## src/rtl/decodificador_display.sv

```systemverilog
// decodificador_display: receive side of the priority-code display link.
// Samples a 7-segment glyph {a,b,c,d,e,f,g}, waits until it has been stable
// for ESTAVEL_CICLOS consecutive samples, then decodes it into the 2-bit
// code {y1,y0} plus a one-hot copy and pulses ack for one cycle.
// Illegal glyphs set erro and keep the previous code.
// Optional macro CONTADOR_ERROS_EN builds the saturating illegal-glyph
// counter on cont_erros; without it cont_erros is tied to zero.
//
// Handshake: the sender holds valido high while the glyph is meaningful and
// must drop valido between codes; ack is a single-cycle pulse with y1/y0,
// saida, erro and cont_erros already updated in that same cycle.
module decodificador_display #(
    parameter int ESTAVEL_CICLOS = 4,
    parameter int CONT_W         = 8
) (
    input  logic              clk,
    input  logic              rst,
    input  logic              seg_a,
    input  logic              seg_b,
    input  logic              seg_c,
    input  logic              seg_d,
    input  logic              seg_e,
    input  logic              seg_f,
    input  logic              seg_g,
    input  logic              valido,
    output logic              y1,
    output logic              y0,
    output logic [3:0]        saida,
    output logic              ack,
    output logic              erro,
    output logic [CONT_W-1:0] cont_erros,
    output logic [1:0]        estado_dbg
);

    typedef enum logic [1:0] {
        OCIOSO    = 2'd0,
        FILTRANDO = 2'd1,
        ENTREGUE  = 2'd2
    } estado_t;

    localparam logic [7:0] ALVO = ESTAVEL_CICLOS[7:0];

    estado_t     estado_q;
    logic [6:0]  seg_r_q;
    logic [7:0]  cnt_q;
    logic [7:0]  cnt_inc;
    logic [1:0]  codigo_q;
    logic [3:0]  saida_q;
    logic        ack_q;
    logic        erro_q;

    logic [6:0]  padrao;
    logic        legal;
    logic [1:0]  codigo_novo;
    logic        aceitar;

    assign padrao  = {seg_a, seg_b, seg_c, seg_d, seg_e, seg_f, seg_g};
    assign cnt_inc = cnt_q + 8'd1;

    // Glyph map: only four patterns are legal, everything else is an error.
    always_comb begin
        legal       = 1'b0;
        codigo_novo = 2'b00;
        case (padrao)
            7'b0001100: begin legal = 1'b1; codigo_novo = 2'b00; end
            7'b1111010: begin legal = 1'b1; codigo_novo = 2'b01; end
            7'b1111100: begin legal = 1'b1; codigo_novo = 2'b10; end
            7'b1110011: begin legal = 1'b1; codigo_novo = 2'b11; end
            default:    begin legal = 1'b0; codigo_novo = 2'b00; end
        endcase
    end

    // Accept when the stability target is reached on this edge; with a
    // target of 1 the very first sample in OCIOSO is accepted.
    always_comb begin
        aceitar = 1'b0;
        if (valido) begin
            if (estado_q == OCIOSO && ALVO == 8'd1)
                aceitar = 1'b1;
            else if (estado_q == FILTRANDO && padrao == seg_r_q && cnt_inc == ALVO)
                aceitar = 1'b1;
        end
    end

    // Filter FSM with registered outputs.
    always_ff @(posedge clk) begin
        if (rst) begin
            estado_q <= OCIOSO;
            seg_r_q  <= 7'd0;
            cnt_q    <= 8'd0;
            codigo_q <= 2'b00;
            saida_q  <= 4'b0001;
            ack_q    <= 1'b0;
            erro_q   <= 1'b0;
        end else begin
            ack_q <= 1'b0;
            case (estado_q)
                OCIOSO: begin
                    if (valido) begin
                        seg_r_q  <= padrao;
                        cnt_q    <= 8'd1;
                        estado_q <= aceitar ? ENTREGUE : FILTRANDO;
                    end
                end
                FILTRANDO: begin
                    if (!valido) begin
                        estado_q <= OCIOSO;
                    end else if (padrao != seg_r_q) begin
                        // Glyph still settling: restart the stability count.
                        seg_r_q <= padrao;
                        cnt_q   <= 8'd1;
                    end else begin
                        cnt_q <= cnt_inc;
                        if (aceitar)
                            estado_q <= ENTREGUE;
                    end
                end
                ENTREGUE: begin
                    if (!valido)
                        estado_q <= OCIOSO;
                end
                default: estado_q <= OCIOSO;
            endcase

            if (aceitar) begin
                ack_q <= 1'b1;
                if (legal) begin
                    codigo_q <= codigo_novo;
                    saida_q  <= 4'b0001 << codigo_novo;
                    erro_q   <= 1'b0;
                end else begin
                    erro_q <= 1'b1;
                end
            end
        end
    end

`ifdef CONTADOR_ERROS_EN
    logic [CONT_W-1:0] cont_q;

    // Saturating count of accepted illegal glyphs.
    always_ff @(posedge clk) begin
        if (rst)
            cont_q <= '0;
        else if (aceitar && !legal && cont_q != {CONT_W{1'b1}})
            cont_q <= cont_q + 1'b1;
    end

    assign cont_erros = cont_q;
`else
    assign cont_erros = '0;
`endif

    assign y1         = codigo_q[1];
    assign y0         = codigo_q[0];
    assign saida      = saida_q;
    assign ack        = ack_q;
    assign erro       = erro_q;
    assign estado_dbg = estado_q;

endmodule

```

## config.mk

```make
export PLATFORM = sky130hd
export DESIGN_NAME = decodificador_display
export DESIGN_NICKNAME = d
export VERILOG_FILES = /design/src/rtl/decodificador_display.sv
export SDC_FILE = /design/constraint.sdc
export NUM_CORES = 1
export LEC_CHECK = 0
export CORE_MARGIN = 4
export CORE_UTILIZATION = 55
export CTS_CLUSTER_SIZE = 20
export DETAILED_ROUTE_END_ITERATION = 10
export GPL_ROUTABILITY_DRIVEN = 0
export MAX_ROUTING_LAYER = met4
export PLACE_DENSITY = 0.87
export SLEW_MARGIN = 10
export SYNTH_ARGS = -nofsm -noshare
export SYNTH_HDL_FRONTEND = slang
export SYNTH_SLANG_ARGS = --single-unit
```

## constraint.sdc

```tcl
create_clock -name clk -period 4.42 [get_ports clk]
set_input_delay 0.884 -clock clk [delete_from_list [all_inputs] [get_ports clk]]
set_output_delay 0.884 -clock clk [all_outputs]
set_load 0.01 [all_outputs]
```

Word-level counts from Yosys, hierarchy flattened
Index checks and enable logic that the tools add are counted.

storage, ports and cells
  flip-flop bits (word level) = 25
  latch bits = 0
  RAM bits = 0
  ROM bits = 0
  input bits = 10
  output and inout port bits = 18
  logic and storage cells = 54
  memories = 0

operators by class
  add/sub/neg operators = 1
  $mul = 0
  div/mod/pow operators = 0
  magnitude comparators = 0
  eq/ne operators = 15
  shift operators = 1
  mux-type cells = 21
  bitwise logic cells = 0
  reductions and logical operators = 9

operators by type and width
  operator               number
  $mux W8                3
  $eq A7 B7 Y1 const B   3
  $mux W7                3
  $pmux W8 S2            1
  $pmux W7 S2            1
  $mux W2                6
  $pmux W2 S3            2
  $add A8 B1 Y8 const B  1
  $eq A8 B3 Y1 const B   1
  $reduce_and A4 Y1      2
  $eq A7 B4 Y1 const B   1
  $eq A7 B7 Y1           1
  $ne A7 B7 Y1           1
  $ne A2 B2 Y1 const B   3
  $ne A3 B3 Y1 const B   2
  $mux W1                5
  $reduce_or A4 Y1       1
  $shl A1 B2 Y4 const A  1
  $reduce_and A3 Y1      1
  $eq A2 B1 Y1 const B   1
  $eq A2 B2 Y1 const B   1
  $logic_and A1 B1 Y1    2
  $logic_not A2 Y1       1
  $ne A2 B1 Y1 const B   1
  2 further kinds        2

Depth between registers and ports, before layout
  depth after elaboration = 9
  mapped depth = 6
  mapped depth without buffers = 6

Worst setup path before layout
No wires, ideal clock.

  path type = input -> register
  start = input seg_e
  end = register saida_q[2] (netlist: saida[2])
  library setup time = 0.121 ns
  data arrival time = 2.290 ns
  data required time = 4.299 ns
  slack = 2.008 ns
  cell stages on the path = 5
  buffers on the path = 0
  path through = xor2_1 nor4_4 nand2_4 nor4_4 mux2_4

between the ends
  word-level cells in the longest chain between the ends = 6
  elaborated cells between the ends (all ways) = 14
  those cells by class = eq/ne (5); shift (1); mux (4); reduce/logical (4)

ends and longest elaborated chain
  what                                line  source
  start, declared                     22    input logic seg_e,
  $eq A7 B7 Y1                        80    else if (estado_q == FILTRANDO && padrao == seg_r_q && cnt_inc == ALVO)
  $logic_and A1 B1 Y1 (2 in series)   80
  $mux W1                             80
  $mux W1                             77    if (valido) begin
  $reduce_and A2 Y1 (no source line)  --
  end signal, assigned                129   saida_q <= 4'b0001 << codigo_novo;
  end, declared                       48    logic [3:0] saida_q;

Several ways; a longest one is shown, not always the timed one.
A chain may end at the register's enable or synchronous reset.

Worst setup path after layout
Ends and elaborated chain as after synthesis.

==> summary.md <==
| Metric | Value |
|---|---|
| Hold Vio Cnt, Final | 0 |
| Most frequent cells after synthesis | dfxtp_1, nand2_1, a21oi_1, buf_4 |
| WP data arrival | 3030 ps |
| Yosys warns | 0 |
| RSZ-0062 raised after global routing | no |
| Post-synth top flop | dfxtp_1 |
| Largest net degree at the start of global routing | 29 |
| Post-route cell area | 0.00163 mm² |
| Ant diodes | 0 |
| Most frequent cell after synthesis | dfxtp_1 |
| Synth area leaders | dfxtp_1, nand2_1, mux2i_1 |
| Fillers | 206 |
| Reg-to-Reg Start | cnt_q[0] |
| Drt drc | 0 |
| Die height | 59.5 µm |
| Seq/Total Area, Yosys | 34.3% |
| DRT iter0 DRCs | 31 |
| Initial Utilization | 58.3% |
| Leading area contributor after synthesis | dfxtp_1 |
| Final count of pins violating max slew | 0 |
| Synthesized flop and latch total | 25 |
| CTS tree | yes |
| Drt first pass iters | 4 |
| Worst Path Required | 4640 ps |
| Inserted Clock Buffers | 3 |
| Slew @ Worst Pin | 939 ps |
| Vias in the first global route | 1111 |
| Mapped Avg Cell Area | 8.83 µm² |
| Die area | 0.00354 mm² |
| Startpoint types | input pin |
| Fin crit period | 2810 ps |
| Setup TNS Final | 0 ps |
| Antenna violations before repair | 0 |
| Outcome | finished, final reports clean |
| Pleak | 0.589 nW |
| Root buf cell | clkbuf_4 |
| Final setup vio count | 0 |
| Async SR Flop Fraction | 0% |
| Worst IR drop on VDD | 0.169 mV |
| Crit path launch | seg_e |
| Total core area | 0.00250 mm² |
| Relative slew slack | 37.2% |
| Period utilisation layout | 63.6% |
| Cell Chain, Critical Path | clkdlybuf4s50_1, xor2_1, nor4_4, nand2_4, nor4_4, mux2_4 |
| Clk buf depth | 2 |
| Via density | 5.72 |
| Area grow syn2layout | 12.1% |
| Clk slew on worst S/H paths | 140 ps |
| Clk sinks | 25 |
| Max_cap viols | 0 |
| H-tree levels | 1 |
| Area of the multi-input gates | 876 µm² |
| Hold depth | 2 |
| Hold Crit Class | reg2reg |
| Max Clock Freq | 356 MHz |
| Worst path max stage delay | 610 ps |
| Setup bufs post-CTS | 0 |
| CTS resizes | 0 |
| Most used cell, CP | nor4_4 |
| Clock Skews | 9.24 ps |
| Port-buffer cells | 19 |
| Worst setup EP type | flop |
| Die Wd | 59.5 µm |
| Grt ovf | 0 |
| Critical path class | in2reg |
| Power per cell area | 238 mW/mm² |
| Register Area | 500 µm² |
| HP Start | seg_r_q[0] |
| EDFF count, synth | 0 |
| Via count | 1195 |
| Yosys cell types | 46 |
| Mapped Area | 0.00146 mm² |
| Worst skew pair latency | 330 ps |
| Placed Area | 0.00161 mm² |
| Worst R2R Setup Slack | 2130 ps |
| GRT Overall Usage | 18.7% |
| Detailed placement HPWL | 2220 µm |
| WL final | 3000 µm |
| DRT antenna net count | 0 |
| Hold buffers post-CTS | 0 |
| Row cnt | 18 |
| Critical-path top delay cell | clkdlybuf4s50_1 |
| Total Nets Final | 192 |
| Mapped Cells | 165 |
| Synth top area share | 34.3% |
| Reg2reg path depth | 6 |
| DR WL/cell | 14.3 µm |
| First-pass GRT wire length | 4910 µm |
| # IOs | 28 |
| Layout cells sized above 1 | 7.26% |
| Critical Path Fanout Max | 8 |
-- cell type report --
cell class	count	share of cell area, %
Clock buffer	4	1.61
Inverter	1	0.230
Multi-Input combinational cell	130	53.6
Sequential cell	25	30.6
Tap cell	30	2.30
Timing Repair Buffer	19	11.6
-- placed cells by master, fill, tap and decap left out, types with 6 or more instances in the layout --
cell type | synthesis | routed
nand2_1 | 19 | 19
a21oi_1 | 10 | 10
nor2_1 | 6 | 6
dfxtp_1 | 25 | 25
xor2_1 | 8 | 8
clkdlybuf4s50_1 | 0 | 19
nand2b_1 | 8 | 8
mux2i_1 | 7 | 7
conb_1 | 1 | 8
-- path summary, 6_finish.rpt --
| kind | to |
|---|---|
| worst max-delay path | saida[2] |
| worst min-delay path | seg_r_q[0] |
| worst max register to register | saida[2] |
| worst min register to register | seg_r_q[0] |
-- logic make-up (layout without fill, tap and decap cells) --
group           Yosys count  in the layout  synth area share (%)
xor+xnor                  8              8                  4.81
simple gates             74             74                  32.4
other cells               1              8                 0.257
fa+ha+maj                 2              2                  1.72
flops                    25             25                  34.3
compound gates           30             30                  13.2
mux                       8              8                  5.84
buf+inv                  17             24                  7.38
-- through the flow --
stage,cells,setup WS [ps],total power (W),util [%],hold slack [ps]
detailed placement,205,1260,0.000289,64.3,462
finish,209,1610,0.000389,65.4,478
CTS,209,1620,0.000393,65.4,479
global placement,205,1360,0.000287,64.3,457
floorplan,172,2010,0.000277,-,448
global route,209,1530,0.000407,65.4,508
-- worst max-delay path, delay by kind of cell --
family / cells / cell delay [ps]
simple gates: 3 / 1050
buf+inv: 1 / 610
mux: 1 / 340
xor+xnor: 1 / 150
-- registers in the layout, indices dropped and copies added (netlist names) --
name        cells
ack             1
cnt_q           8
codigo_q        2
seg_r_q         7
saida           4
estado_dbg      2
erro            1
-- layer usage --
metal | vias up | wire (µm) | track usage (%) | share of wire (%)
met5 | - | 0 | - | 0
met4 | 0 | 72 | 9.71 | 2.4
met3 | 4 | 131 | 1.96 | 4.4
met2 | 29 | 1500 | 30.0 | 50
met1 | 556 | 1290 | 22.9 | 43
li1 | 606 | - | - | -
-- power breakdown --
part,leakage [nW],switching (W),internal [W]
registers,0.203,0.00000367,0.000230
clock network,0.0150,0.0000684,0.0000354
logic,0.371,0.0000316,0.0000194
Power figures use the tool's default switching activity.
